===== src/rtl/object_pose_ctrl_pkg.sv =====
// rtl/object_pose_ctrl_pkg.sv - shared constants for the object pose controller and transform stage
// Contents: default widths, reset pose, PI / TWO_PI, control pad field layout and
// encodings, axis step modes, tetrahedron vertex constants (B = 10).
package obj_pose_pkg;

    localparam int DEF_NUM_OBJ = 4;
    localparam int DEF_OBJ_W   = $clog2(DEF_NUM_OBJ);
    localparam int DEF_POS_W   = 21;
    localparam int DEF_ANG_W   = 16;

    // Reset pose: object sits 45.0 units in front of the camera, unrotated.
    localparam logic [DEF_POS_W-1:0] RST_POS_X = 21'h000000;
    localparam logic [DEF_POS_W-1:0] RST_POS_Y = 21'h000000;
    localparam logic [DEF_POS_W-1:0] RST_POS_Z = 21'h00B400;
    localparam logic [DEF_ANG_W-1:0] RST_ANG   = 16'h0000;

    // Q1.2.13 radians.
    localparam logic [DEF_ANG_W-1:0] ANG_PI     = 16'h6488;
    localparam logic [DEF_ANG_W:0]   ANG_TWO_PI = 17'h0C910;

    // controlPad = {FB, LR, UD, rotX, rotY, rotZ}, 2 bits each.
    localparam int PAD_FB_LSB = 10;
    localparam int PAD_LR_LSB = 8;
    localparam int PAD_UD_LSB = 6;
    localparam int PAD_RX_LSB = 4;
    localparam int PAD_RY_LSB = 2;
    localparam int PAD_RZ_LSB = 0;

    localparam logic [1:0] PAD_PLUS  = 2'b10;
    localparam logic [1:0] PAD_MINUS = 2'b01;

    localparam int MODE_CLAMP = 0;
    localparam int MODE_WRAP  = 1;

    // Tetrahedron model vertices {x, y, z}, signed 8-bit, shared with the transform stage.
    localparam int TETRA_B = 10;
    localparam logic [23:0] TETRA_V0 = {8'sd10,  8'sd10,  8'sd10};
    localparam logic [23:0] TETRA_V1 = {8'sd10, -8'sd10, -8'sd10};
    localparam logic [23:0] TETRA_V2 = {-8'sd10, 8'sd10, -8'sd10};
    localparam logic [23:0] TETRA_V3 = {-8'sd10, -8'sd10, 8'sd10};

    function automatic logic [1:0] pad_field(input logic [11:0] pad, input int lsb);
        return pad[lsb +: 2];
    endfunction

endpackage


===== src/rtl/object_pose_ctrl_if.sv =====
// rtl/object_pose_ctrl_if.sv - host load port and pose read port bundle
// Signals: load_valid/load_ready/load_obj/load_pos{X,Y,Z}/load_ang{aX,aY,aZ};
// rd_req/rd_obj in, rd_valid/Xc/Yc/Zc/angleX/angleY/angleZ out.
// master = host / transform stage side, slave = pose controller side.
interface object_pose_ctrl_if
    import obj_pose_pkg::*;
#(
    parameter int OBJ_W = DEF_OBJ_W,
    parameter int POS_W = DEF_POS_W,
    parameter int ANG_W = DEF_ANG_W
);
    logic               load_valid;
    logic               load_ready;
    logic [OBJ_W-1:0]   load_obj;
    logic [3*POS_W-1:0] load_pos;
    logic [3*ANG_W-1:0] load_ang;

    logic               rd_req;
    logic [OBJ_W-1:0]   rd_obj;
    logic               rd_valid;
    logic [POS_W-1:0]   Xc, Yc, Zc;
    logic [ANG_W-1:0]   angleX, angleY, angleZ;

    modport master (
        output load_valid, load_obj, load_pos, load_ang, rd_req, rd_obj,
        input  load_ready, rd_valid, Xc, Yc, Zc, angleX, angleY, angleZ
    );

    modport slave (
        input  load_valid, load_obj, load_pos, load_ang, rd_req, rd_obj,
        output load_ready, rd_valid, Xc, Yc, Zc, angleX, angleY, angleZ
    );
endinterface


===== src/rtl/object_pose_ctrl_pose_axis_step.sv =====
// rtl/object_pose_ctrl_pose_axis_step.sv - next-value and hold-count logic for one pose axis
// Inputs: cur_i (selected object's value), field_i (pad field), prev_i / cnt_i
// (field and hold count from the previous tick), sel_chg_i, tick_i.
// Outputs: nxt_o (value to store on tick), hold_cnt_o (hold count to store).
// MODE_CLAMP saturates to [MIN_V, MAX_V]; MODE_WRAP folds by SPAN into [MIN_V, MAX_V].
module pose_axis_step
    import obj_pose_pkg::*;
#(
    parameter int           W           = DEF_POS_W,
    parameter int           MODE        = MODE_CLAMP,
    parameter bit           NEG         = 1'b0,
    parameter logic [W-1:0] STEP        = '0,
    parameter logic [W-1:0] MIN_V       = '0,
    parameter logic [W-1:0] MAX_V       = '0,
    parameter logic [W:0]   SPAN        = '0,
    parameter int           ACCEL_TICKS = 16,
    parameter int           ACCEL_SHIFT = 2,
    parameter int           CNT_W       = 5
) (
    input  logic [W-1:0]     cur_i,
    input  logic [1:0]       field_i,
    input  logic [1:0]       prev_i,
    input  logic [CNT_W-1:0] cnt_i,
    input  logic             sel_chg_i,
    input  logic             tick_i,
    output logic [W-1:0]     nxt_o,
    output logic [CNT_W-1:0] hold_cnt_o
);
    localparam logic signed [W:0]   BASE_X  = $signed({1'b0, STEP});
    localparam logic signed [W:0]   FAST_X  = BASE_X <<< ACCEL_SHIFT;
    localparam logic signed [W:0]   MIN_X   = $signed({MIN_V[W-1], MIN_V});
    localparam logic signed [W:0]   MAX_X   = $signed({MAX_V[W-1], MAX_V});
    localparam logic signed [W:0]   SPAN_X  = $signed(SPAN);
    localparam logic [CNT_W-1:0]    ACCEL_C = CNT_W'(ACCEL_TICKS);

    logic             is_plus, is_minus, same_dir, go_up, go_dn;
    logic [CNT_W-1:0] cnt_d;
    logic signed [W:0] cur_x, step_x, sum_x, res_x;

    assign is_plus  = (field_i == PAD_PLUS);
    assign is_minus = (field_i == PAD_MINUS);
    assign same_dir = (is_plus || is_minus) && (field_i == prev_i);
    // LR and UD move the object opposite to the pad's "plus" encoding.
    assign go_up    = NEG ? is_minus : is_plus;
    assign go_dn    = NEG ? is_plus  : is_minus;
    assign cur_x    = $signed({cur_i[W-1], cur_i});

    always_comb begin
        cnt_d  = cnt_i;
        step_x = BASE_X;
        sum_x  = cur_x;
        res_x  = cur_x;
        if (tick_i) begin
            if (sel_chg_i || !same_dir) begin
                cnt_d = '0;
            end else if (cnt_i < ACCEL_C) begin
                cnt_d = cnt_i + 1'b1;
            end
        end
        // The step uses this tick's count, so the 17th held tick is the first fast one.
        if (cnt_d == ACCEL_C) begin
            step_x = FAST_X;
        end
        if (go_up) begin
            sum_x = cur_x + step_x;
        end else if (go_dn) begin
            sum_x = cur_x - step_x;
        end
        // Only a moving axis is clamped/wrapped; a verbatim-loaded value is left alone otherwise.
        if (go_up || go_dn) begin
            if (MODE == MODE_CLAMP) begin
                if (sum_x > MAX_X) begin
                    res_x = MAX_X;
                end else if (sum_x < MIN_X) begin
                    res_x = MIN_X;
                end else begin
                    res_x = sum_x;
                end
            end else begin
                if (sum_x > MAX_X) begin
                    res_x = sum_x - SPAN_X;
                end else if (sum_x < MIN_X) begin
                    res_x = sum_x + SPAN_X;
                end else begin
                    res_x = sum_x;
                end
            end
        end
    end

    assign nxt_o      = tick_i ? res_x[W-1:0] : cur_i;
    assign hold_cnt_o = cnt_d;
endmodule


===== src/rtl/object_pose_ctrl.sv =====
// rtl/object_pose_ctrl.sv - multi-object pose register file with pad stepping, load and read ports
// Ports: fclk, rst (async, active-high), tick (frame strobe), sel (pad target object),
// controlPad {FB,LR,UD,rotX,rotY,rotZ}, bus (object_pose_ctrl_if.slave: load handshake
// with one bubble cycle after each transfer, 1-cycle-latency registered pose read).
module object_pose_ctrl
    import obj_pose_pkg::*;
#(
    parameter int                 NUM_OBJ     = DEF_NUM_OBJ,
    parameter int                 POS_W       = DEF_POS_W,
    parameter int                 ANG_W       = DEF_ANG_W,
    parameter logic [POS_W-1:0]   POS_STEP    = 21'h000400,
    parameter logic [ANG_W-1:0]   ANG_STEP    = 16'h0020,
    parameter logic [POS_W-1:0]   POS_MIN     = -21'h0FFC00,
    parameter logic [POS_W-1:0]   POS_MAX     = 21'h0FFC00,
    parameter int                 ACCEL_TICKS = 16,
    parameter int                 ACCEL_SHIFT = 2
) (
    input  logic                      fclk,
    input  logic                      rst,
    input  logic                      tick,
    input  logic [$clog2(NUM_OBJ)-1:0] sel,
    input  logic [11:0]               controlPad,
    object_pose_ctrl_if.slave         bus
);
    localparam int                 OBJ_W   = $clog2(NUM_OBJ);
    localparam int                 CNT_W   = $clog2(ACCEL_TICKS + 1);
    localparam logic [ANG_W-1:0]   ANG_MIN = -ANG_PI;

    logic [POS_W-1:0] pos_q [NUM_OBJ][3];
    logic [ANG_W-1:0] ang_q [NUM_OBJ][3];

    // Hold state is per axis (6 total), shared by whichever object sel points at.
    logic [1:0]       prev_q [6];
    logic [CNT_W-1:0] cnt_q  [6];
    logic [CNT_W-1:0] cnt_d  [6];
    logic [1:0]       fld    [6];
    logic [OBJ_W-1:0] sel_q;
    logic             sel_chg;

    logic [POS_W-1:0] pos_cur [3];
    logic [POS_W-1:0] pos_nxt [3];
    logic [ANG_W-1:0] ang_cur [3];
    logic [ANG_W-1:0] ang_nxt [3];

    logic             load_ready_q;
    logic             load_acc;

    logic             rd_pend_q;
    logic             rd_valid_q;
    logic [POS_W-1:0] snap_pos_q [3];
    logic [ANG_W-1:0] snap_ang_q [3];
    logic [POS_W-1:0] out_pos_q  [3];
    logic [ANG_W-1:0] out_ang_q  [3];

    // Axis order 0..2 = X, Y, Z; 3..5 = aX, aY, aZ.
    assign fld[0] = pad_field(controlPad, PAD_LR_LSB);
    assign fld[1] = pad_field(controlPad, PAD_UD_LSB);
    assign fld[2] = pad_field(controlPad, PAD_FB_LSB);
    assign fld[3] = pad_field(controlPad, PAD_RX_LSB);
    assign fld[4] = pad_field(controlPad, PAD_RY_LSB);
    assign fld[5] = pad_field(controlPad, PAD_RZ_LSB);

    assign sel_chg  = (sel != sel_q);
    assign load_acc = bus.load_valid && load_ready_q;

    for (genvar p = 0; p < 3; p++) begin : g_axis
        assign pos_cur[p] = pos_q[sel][p];
        assign ang_cur[p] = ang_q[sel][p];

        pose_axis_step #(
            .W(POS_W), .MODE(MODE_CLAMP), .NEG(p != 2), .STEP(POS_STEP),
            .MIN_V(POS_MIN), .MAX_V(POS_MAX), .SPAN('0),
            .ACCEL_TICKS(ACCEL_TICKS), .ACCEL_SHIFT(ACCEL_SHIFT), .CNT_W(CNT_W)
        ) u_pos (
            .cur_i(pos_cur[p]), .field_i(fld[p]), .prev_i(prev_q[p]), .cnt_i(cnt_q[p]),
            .sel_chg_i(sel_chg), .tick_i(tick), .nxt_o(pos_nxt[p]), .hold_cnt_o(cnt_d[p])
        );

        pose_axis_step #(
            .W(ANG_W), .MODE(MODE_WRAP), .NEG(1'b0), .STEP(ANG_STEP),
            .MIN_V(ANG_MIN), .MAX_V(ANG_PI), .SPAN(ANG_TWO_PI),
            .ACCEL_TICKS(ACCEL_TICKS), .ACCEL_SHIFT(ACCEL_SHIFT), .CNT_W(CNT_W)
        ) u_ang (
            .cur_i(ang_cur[p]), .field_i(fld[p+3]), .prev_i(prev_q[p+3]), .cnt_i(cnt_q[p+3]),
            .sel_chg_i(sel_chg), .tick_i(tick), .nxt_o(ang_nxt[p]), .hold_cnt_o(cnt_d[p+3])
        );
    end

    always_ff @(posedge fclk or posedge rst) begin
        if (rst) begin
            for (int o = 0; o < NUM_OBJ; o++) begin
                pos_q[o][0] <= RST_POS_X;
                pos_q[o][1] <= RST_POS_Y;
                pos_q[o][2] <= RST_POS_Z;
                for (int p = 0; p < 3; p++) begin
                    ang_q[o][p] <= RST_ANG;
                end
            end
            for (int a = 0; a < 6; a++) begin
                prev_q[a] <= 2'b00;
                cnt_q[a]  <= '0;
            end
            sel_q        <= '0;
            load_ready_q <= 1'b1;
            rd_pend_q    <= 1'b0;
            rd_valid_q   <= 1'b0;
            for (int p = 0; p < 3; p++) begin
                snap_pos_q[p] <= '0;
                snap_ang_q[p] <= '0;
                out_pos_q[p]  <= '0;
                out_ang_q[p]  <= '0;
            end
        end else begin
            // A transfer forces exactly one stall cycle (the write bubble).
            load_ready_q <= !load_acc;

            if (tick) begin
                sel_q <= sel;
                for (int a = 0; a < 6; a++) begin
                    prev_q[a] <= fld[a];
                    cnt_q[a]  <= cnt_d[a];
                end
            end

            // Load has priority over a tick aimed at the same object.
            for (int o = 0; o < NUM_OBJ; o++) begin
                if (load_acc && (bus.load_obj == OBJ_W'(o))) begin
                    for (int p = 0; p < 3; p++) begin
                        pos_q[o][p] <= bus.load_pos[(3-p)*POS_W-1 -: POS_W];
                        ang_q[o][p] <= bus.load_ang[(3-p)*ANG_W-1 -: ANG_W];
                    end
                end else if (tick && (sel == OBJ_W'(o))) begin
                    for (int p = 0; p < 3; p++) begin
                        pos_q[o][p] <= pos_nxt[p];
                        ang_q[o][p] <= ang_nxt[p];
                    end
                end
            end

            // Snapshot at the request edge gives pre-write data; present it one edge later.
            rd_pend_q  <= bus.rd_req;
            rd_valid_q <= rd_pend_q;
            if (bus.rd_req) begin
                for (int p = 0; p < 3; p++) begin
                    snap_pos_q[p] <= pos_q[bus.rd_obj][p];
                    snap_ang_q[p] <= ang_q[bus.rd_obj][p];
                end
            end
            if (rd_pend_q) begin
                for (int p = 0; p < 3; p++) begin
                    out_pos_q[p] <= snap_pos_q[p];
                    out_ang_q[p] <= snap_ang_q[p];
                end
            end
        end
    end

    assign bus.load_ready = load_ready_q;
    assign bus.rd_valid   = rd_valid_q;
    assign bus.Xc         = out_pos_q[0];
    assign bus.Yc         = out_pos_q[1];
    assign bus.Zc         = out_pos_q[2];
    assign bus.angleX     = out_ang_q[0];
    assign bus.angleY     = out_ang_q[1];
    assign bus.angleZ     = out_ang_q[2];
endmodule

===== src/flat_wrapper.sv =====
// flat-port wrapper written by rule: the top's interface ports become plain ports
module object_pose_ctrl_flat import obj_pose_pkg::*;
#(
    parameter int                 NUM_OBJ     = DEF_NUM_OBJ,
    parameter int                 POS_W       = DEF_POS_W,
    parameter int                 ANG_W       = DEF_ANG_W,
    parameter logic [POS_W-1:0]   POS_STEP    = 21'h000400,
    parameter logic [ANG_W-1:0]   ANG_STEP    = 16'h0020,
    parameter logic [POS_W-1:0]   POS_MIN     = -21'h0FFC00,
    parameter logic [POS_W-1:0]   POS_MAX     = 21'h0FFC00,
    parameter int                 ACCEL_TICKS = 16,
    parameter int                 ACCEL_SHIFT = 2
)
  (fclk, rst, tick, sel, controlPad, bus_load_valid, bus_load_obj, bus_load_pos, bus_load_ang, bus_rd_req, bus_rd_obj, bus_load_ready, bus_rd_valid, bus_Xc, bus_Yc, bus_Zc, bus_angleX, bus_angleY, bus_angleZ);
  object_pose_ctrl_if #(.POS_W(POS_W), .ANG_W(ANG_W)) bus_i ();
  input  logic fclk;
  input  logic rst;
  input  logic tick;
  input  logic [$clog2(NUM_OBJ)-1:0] sel;
  input  logic [11:0] controlPad;
  input wire logic [$bits(bus_i.load_valid)-1:0] bus_load_valid;
  input wire logic [$bits(bus_i.load_obj)-1:0] bus_load_obj;
  input wire logic [$bits(bus_i.load_pos)-1:0] bus_load_pos;
  input wire logic [$bits(bus_i.load_ang)-1:0] bus_load_ang;
  input wire logic [$bits(bus_i.rd_req)-1:0] bus_rd_req;
  input wire logic [$bits(bus_i.rd_obj)-1:0] bus_rd_obj;
  output wire logic [$bits(bus_i.load_ready)-1:0] bus_load_ready;
  output wire logic [$bits(bus_i.rd_valid)-1:0] bus_rd_valid;
  output wire logic [$bits(bus_i.Xc)-1:0] bus_Xc;
  output wire logic [$bits(bus_i.Yc)-1:0] bus_Yc;
  output wire logic [$bits(bus_i.Zc)-1:0] bus_Zc;
  output wire logic [$bits(bus_i.angleX)-1:0] bus_angleX;
  output wire logic [$bits(bus_i.angleY)-1:0] bus_angleY;
  output wire logic [$bits(bus_i.angleZ)-1:0] bus_angleZ;
  assign bus_i.load_valid = bus_load_valid;
  assign bus_i.load_obj = bus_load_obj;
  assign bus_i.load_pos = bus_load_pos;
  assign bus_i.load_ang = bus_load_ang;
  assign bus_i.rd_req = bus_rd_req;
  assign bus_i.rd_obj = bus_rd_obj;
  assign bus_load_ready = bus_i.load_ready;
  assign bus_rd_valid = bus_i.rd_valid;
  assign bus_Xc = bus_i.Xc;
  assign bus_Yc = bus_i.Yc;
  assign bus_Zc = bus_i.Zc;
  assign bus_angleX = bus_i.angleX;
  assign bus_angleY = bus_i.angleY;
  assign bus_angleZ = bus_i.angleZ;
  object_pose_ctrl #(.NUM_OBJ(NUM_OBJ), .POS_W(POS_W), .ANG_W(ANG_W), .POS_STEP(POS_STEP), .ANG_STEP(ANG_STEP), .POS_MIN(POS_MIN), .POS_MAX(POS_MAX), .ACCEL_TICKS(ACCEL_TICKS), .ACCEL_SHIFT(ACCEL_SHIFT)) u_core (.fclk(fclk), .rst(rst), .tick(tick), .sel(sel), .controlPad(controlPad), .bus(bus_i));
endmodule

===== config.mk =====
export PLATFORM = sky130hd
export DESIGN_NAME = object_pose_ctrl_flat
export DESIGN_NICKNAME = d
export VERILOG_FILES = /design/src/rtl/object_pose_ctrl_pkg.sv /design/src/rtl/object_pose_ctrl_if.sv /design/src/rtl/object_pose_ctrl_pose_axis_step.sv /design/src/rtl/object_pose_ctrl.sv /design/src/flat_wrapper.sv
export SDC_FILE = /design/constraint.sdc
export NUM_CORES = 2
export LEC_CHECK = 0
export ABC_AREA = 1
export BUFFER_PORTS_ARGS = -buffer_cell sky130_fd_sc_hd__buf_2
export CORE_UTILIZATION = 30
export CTS_BUF_LIST = sky130_fd_sc_hd__clkbuf_16
export DETAILED_ROUTE_END_ITERATION = 8
export GPL_ROUTABILITY_DRIVEN = 0
export HOLD_SLACK_MARGIN = 0.15
export PLACE_DENSITY = 0.54
export SLEW_MARGIN = 20
export SYNTH_ARGS = -nofsm -noshare
export SYNTH_HDL_FRONTEND = slang
export SYNTH_SLANG_ARGS = --single-unit

===== constraint.sdc =====
create_clock -name fclk -period 23.5 [get_ports fclk]
set_input_delay 0 -clock fclk [delete_from_list [all_inputs] [get_ports fclk]]
set_output_delay 0 -clock fclk [all_outputs]
set_load 0.05 [all_outputs]

==> out/metrics.yaml <==
route:
  postRouteAntennaNets: 0
  post_drt_wl_per_cell_um: 21.1
  via_per_inst: 5.30
  drt_iter0_markers: 4408
  vias: 42900
  routed_wl_mm: 171
  drc: 38
  firstDrtPassIters: 7
synthesis:
  synth_edf_count: 0
  synthTopCellsByArea: "dfrtp_1 (40%), nand2_1 (12%), inv_1 (7.6%), nand3_1 (6.2%), o22ai_1 (4.3%)"
  syn_inst: 5865
  synth_cell_types: 71
  async_reset_ff_frac: 1.00
  netlist.area_leader.share: 0.399
  synth-seq-cells: 713
  synth_area_per_cell_sq_um: 7.45
  yosysTopAreaCell: "dfrtp_1"
  netlist_top_cells_count: "nand2_1 (1358), inv_1 (885), dfrtp_1 (696)"
  ys.flop_type: "dfrtp_1"
  seq_area_frac_synth: 0.409
  yosysMostFrequentCell: "nand2_1"
  syn_area_sq_um: 43700
  yosysWarnings: 0
  syn-num-nets: 6060
placement:
  dp_hpwl_mm: 103
  pre_cts_ws_ns: 18.16
  numPortBuffers: 246
clocking:
  insertion_delay_ns: 0.73
  cts_root_buf: "clkbuf_16"
  cts-hold-fix-buffers: 174
  cts_tree: "done"
  numCtsBuffers: 88
  cts.sinks: 713
  h-tree-depth: 3
  cts.path.max_buffers: 3
  path_clk_slew_ns: 0.07
  post-cts-setup-buffers: 0
  cts.repair.resized: 0
sta:
  fmax_ghz: 0.164
  final_max_slew_viol_count: 0
  fin_skew_ns: 0.0468
  rsz0062_at_grt: "no"
  finalHoldViolations: 0
  setup_viol: 0
  worst_slack_ns: 17.41
  min_period_over_period: 0.259
  worst-slew-pin-transition_ns: 1.21
  tns_ns: 0
  relSlewSlack: 0.195
  hold_ws_ns: 0.200
  min_period_ns: 6.09
setup_path:
  crit_path_max_incr_delay_ns: 0.95
  cp_num_buf_inv: 6
  cp_slowest_cell: "nand2_4"
  critPathLaunchType: "flop"
  path_cells: "nand2_1 -> nor3_2 -> dlygate4sd3_1 -> buf_4 -> clkinv_2 -> nand2_4 -> clkinv_2 -> buf_4 -> nand2_1 -> nand3_1 -> dlygate4sd3_1"
  cp_max_fo: 34
  critPathKind: "reg -> reg"
  critPathTopFamily: "buffers and inverters"
  required_ns: 24.11
  crit_path_end_kind: "flop"
  crit_arrival_ns: 6.70
power_and_ir_drop:
  fin_total_pwr_mw: 4.61
  irDropWorstVdd_uv: 52.9
  leakage_nw: 24.5
  powerDensity_nw_per_um2: 90.6
layout:
  final_util: 0.353
  drive_above_1_share: 0.121
  nNetsFinal: 6301
  area_growth_pct: 16.5
global_route:
  grt_max_degree: 127
  grt_pass1_vias: 41300
  antenna_found_initial: 16
  track_usage: 0.229
  grt.overflow.total: 0
  grt_pass1_wl_mm: 259
floorplanning:
  fp.dieH_um: 384
  dieArea_sq_um: 147000
  die_x_um: 384
  rows: 139
  io-pin-count: 247
  initial_utilization: 0.303
  coreArea_sq_um: 144000
run_status:
  violations: "design-rule violations"
  run_status: "complete, but fails checks"
min_path:
  worstHoldPathType: "in -> reg"
run:
  maxCapViolations: 0
## final timing paths
path / startpoint / end / slack [ns] / cells after the start
setup / recovery: u_core.bus.load_ready / u_core.ang_q[148] / 17.41 / 11
hold / removal: bus_load_ang[2] / u_core.ang_q[98] / 0.20 / 4
setup reg to reg: u_core.bus.load_ready / u_core.ang_q[148] / 17.41 / 11
hold reg to reg: u_core.pos_q[61] / u_core.pos_q[61] / 0.49 / 2
max in group asynchronous: rst / u_core.bus.angleY[15] / 20.16 / 7
min in group asynchronous: rst / u_core.pos_q[3] / 0.54 / 4
## flip-flops by register name, summed over array words and instances, names as in the netlist
register               count
u_core.pos_q             252
u_core.bus.Zc             21
u_core.bus.load_ready      1
u_core.bus.rd_valid        1
u_core.sel_q               2
u_core.snap_pos_q         63
u_core.snap_ang_q         48
u_core.ang_q             192
u_core.bus.Xc             21
u_core.bus.Yc             21
u_core.cnt_q              30
u_core.prev_q             12
u_core.bus.angleZ         16
u_core.bus.angleY         16
u_core.bus.angleX         16
u_core.rd_pend_q           1
## stage by stage
stage,area (sq um),cells
floorplan,43700,5865
finish,50900,8092
detailed placement,46300,7745
CTS,50900,8082
global route,50900,8089
global placement,46300,7745
## power by group
group | switching [mW] | internal [mW]
clock network | 0.592 | 0.773
registers | 0.159 | 1.50
logic | 1.08 | 0.502
total | 1.84 | 2.77
## per-layer routing
layer	vias up	routed length, um	track usage	part of all wire
met3	301	14200	0.0407	0.083
met4	10	5550	0.0840	0.032
met1	20800	75200	0.315	0.44
li1	20000	-	-	-
met5	-	64	0	0.00037
met2	1805	76100	0.356	0.44
## placed cells by master, fill, tap and decap left out, types with 8 or more instances in the layout
cell and instances:
a21oi_1 244, a221oi_1 15, a22oi_1 37, a31oi_1 115
buf_2 243, buf_4 55, clkbuf_16 90, clkinv_1 24
clkinv_2 20, dfrtp_1 695, dfstp_2 17, diode_2 10
dlygate4sd3_1 174, ha_1 61, inv_1 899, inv_2 42
inv_6 9, mux2_2 111, nand2_1 1354, nand2_2 30
nand2_4 11, nand3_1 543, nand3b_1 8, nand4_1 31
nor2_1 304, nor3_1 22, nor3_2 12, nor4_1 13
o211ai_1 75, o21a_1 36, o21ai_0 295, o21ai_1 38
o21ai_2 17, o21bai_1 8, o221ai_1 55, o22ai_1 300
xnor2_1 12, xor2_1 46
## layout make-up
| cell class | instances | area [sq um] |
|---|---|---|
| inverter | 939 | 3560 |
| clock buffer | 90 | 2250 |
| timing repair buffer | 476 | 3430 |
| antenna | 10 | 25.0 |
| sequential | 713 | 17900 |
| tap | 1903 | 2380 |
| multi-input combinational | 3888 | 20800 |
| fill | 15400 | 93100 |
| clock inverter | 73 | 568 |
## kinds of logic (layout without fill, tap and decap cells)
kind of cell / count (synthesis) / after routing / share of synthesized area
adders and majority gates: 61 / 61 / 0.0175
and+or+nand+nor: 2368 / 2368 / 0.232
DFF: 713 / 713 / 0.409
AOI/OAI and AO/OA: 1279 / 1279 / 0.181
xor gates and xnor gates: 64 / 64 / 0.0139
buffers and inverters: 1264 / 1578 / 0.117
muxes: 116 / 116 / 0.0298
other: 0 / 10 / 0
## worst reg2reg max path, stage by stage (launching register included)
cell and delay (ns):
dfstp_2 0.52, nand2_1 0.15, nor3_2 0.14, dlygate4sd3_1 0.57, buf_4 0.53, clkinv_2 0.93, nand2_4 0.96, clkinv_2 0.86
buf_4 0.57, nand2_1 0.14, nand3_1 0.07, dlygate4sd3_1 0.55
Power figures use the tool's default switching activity.
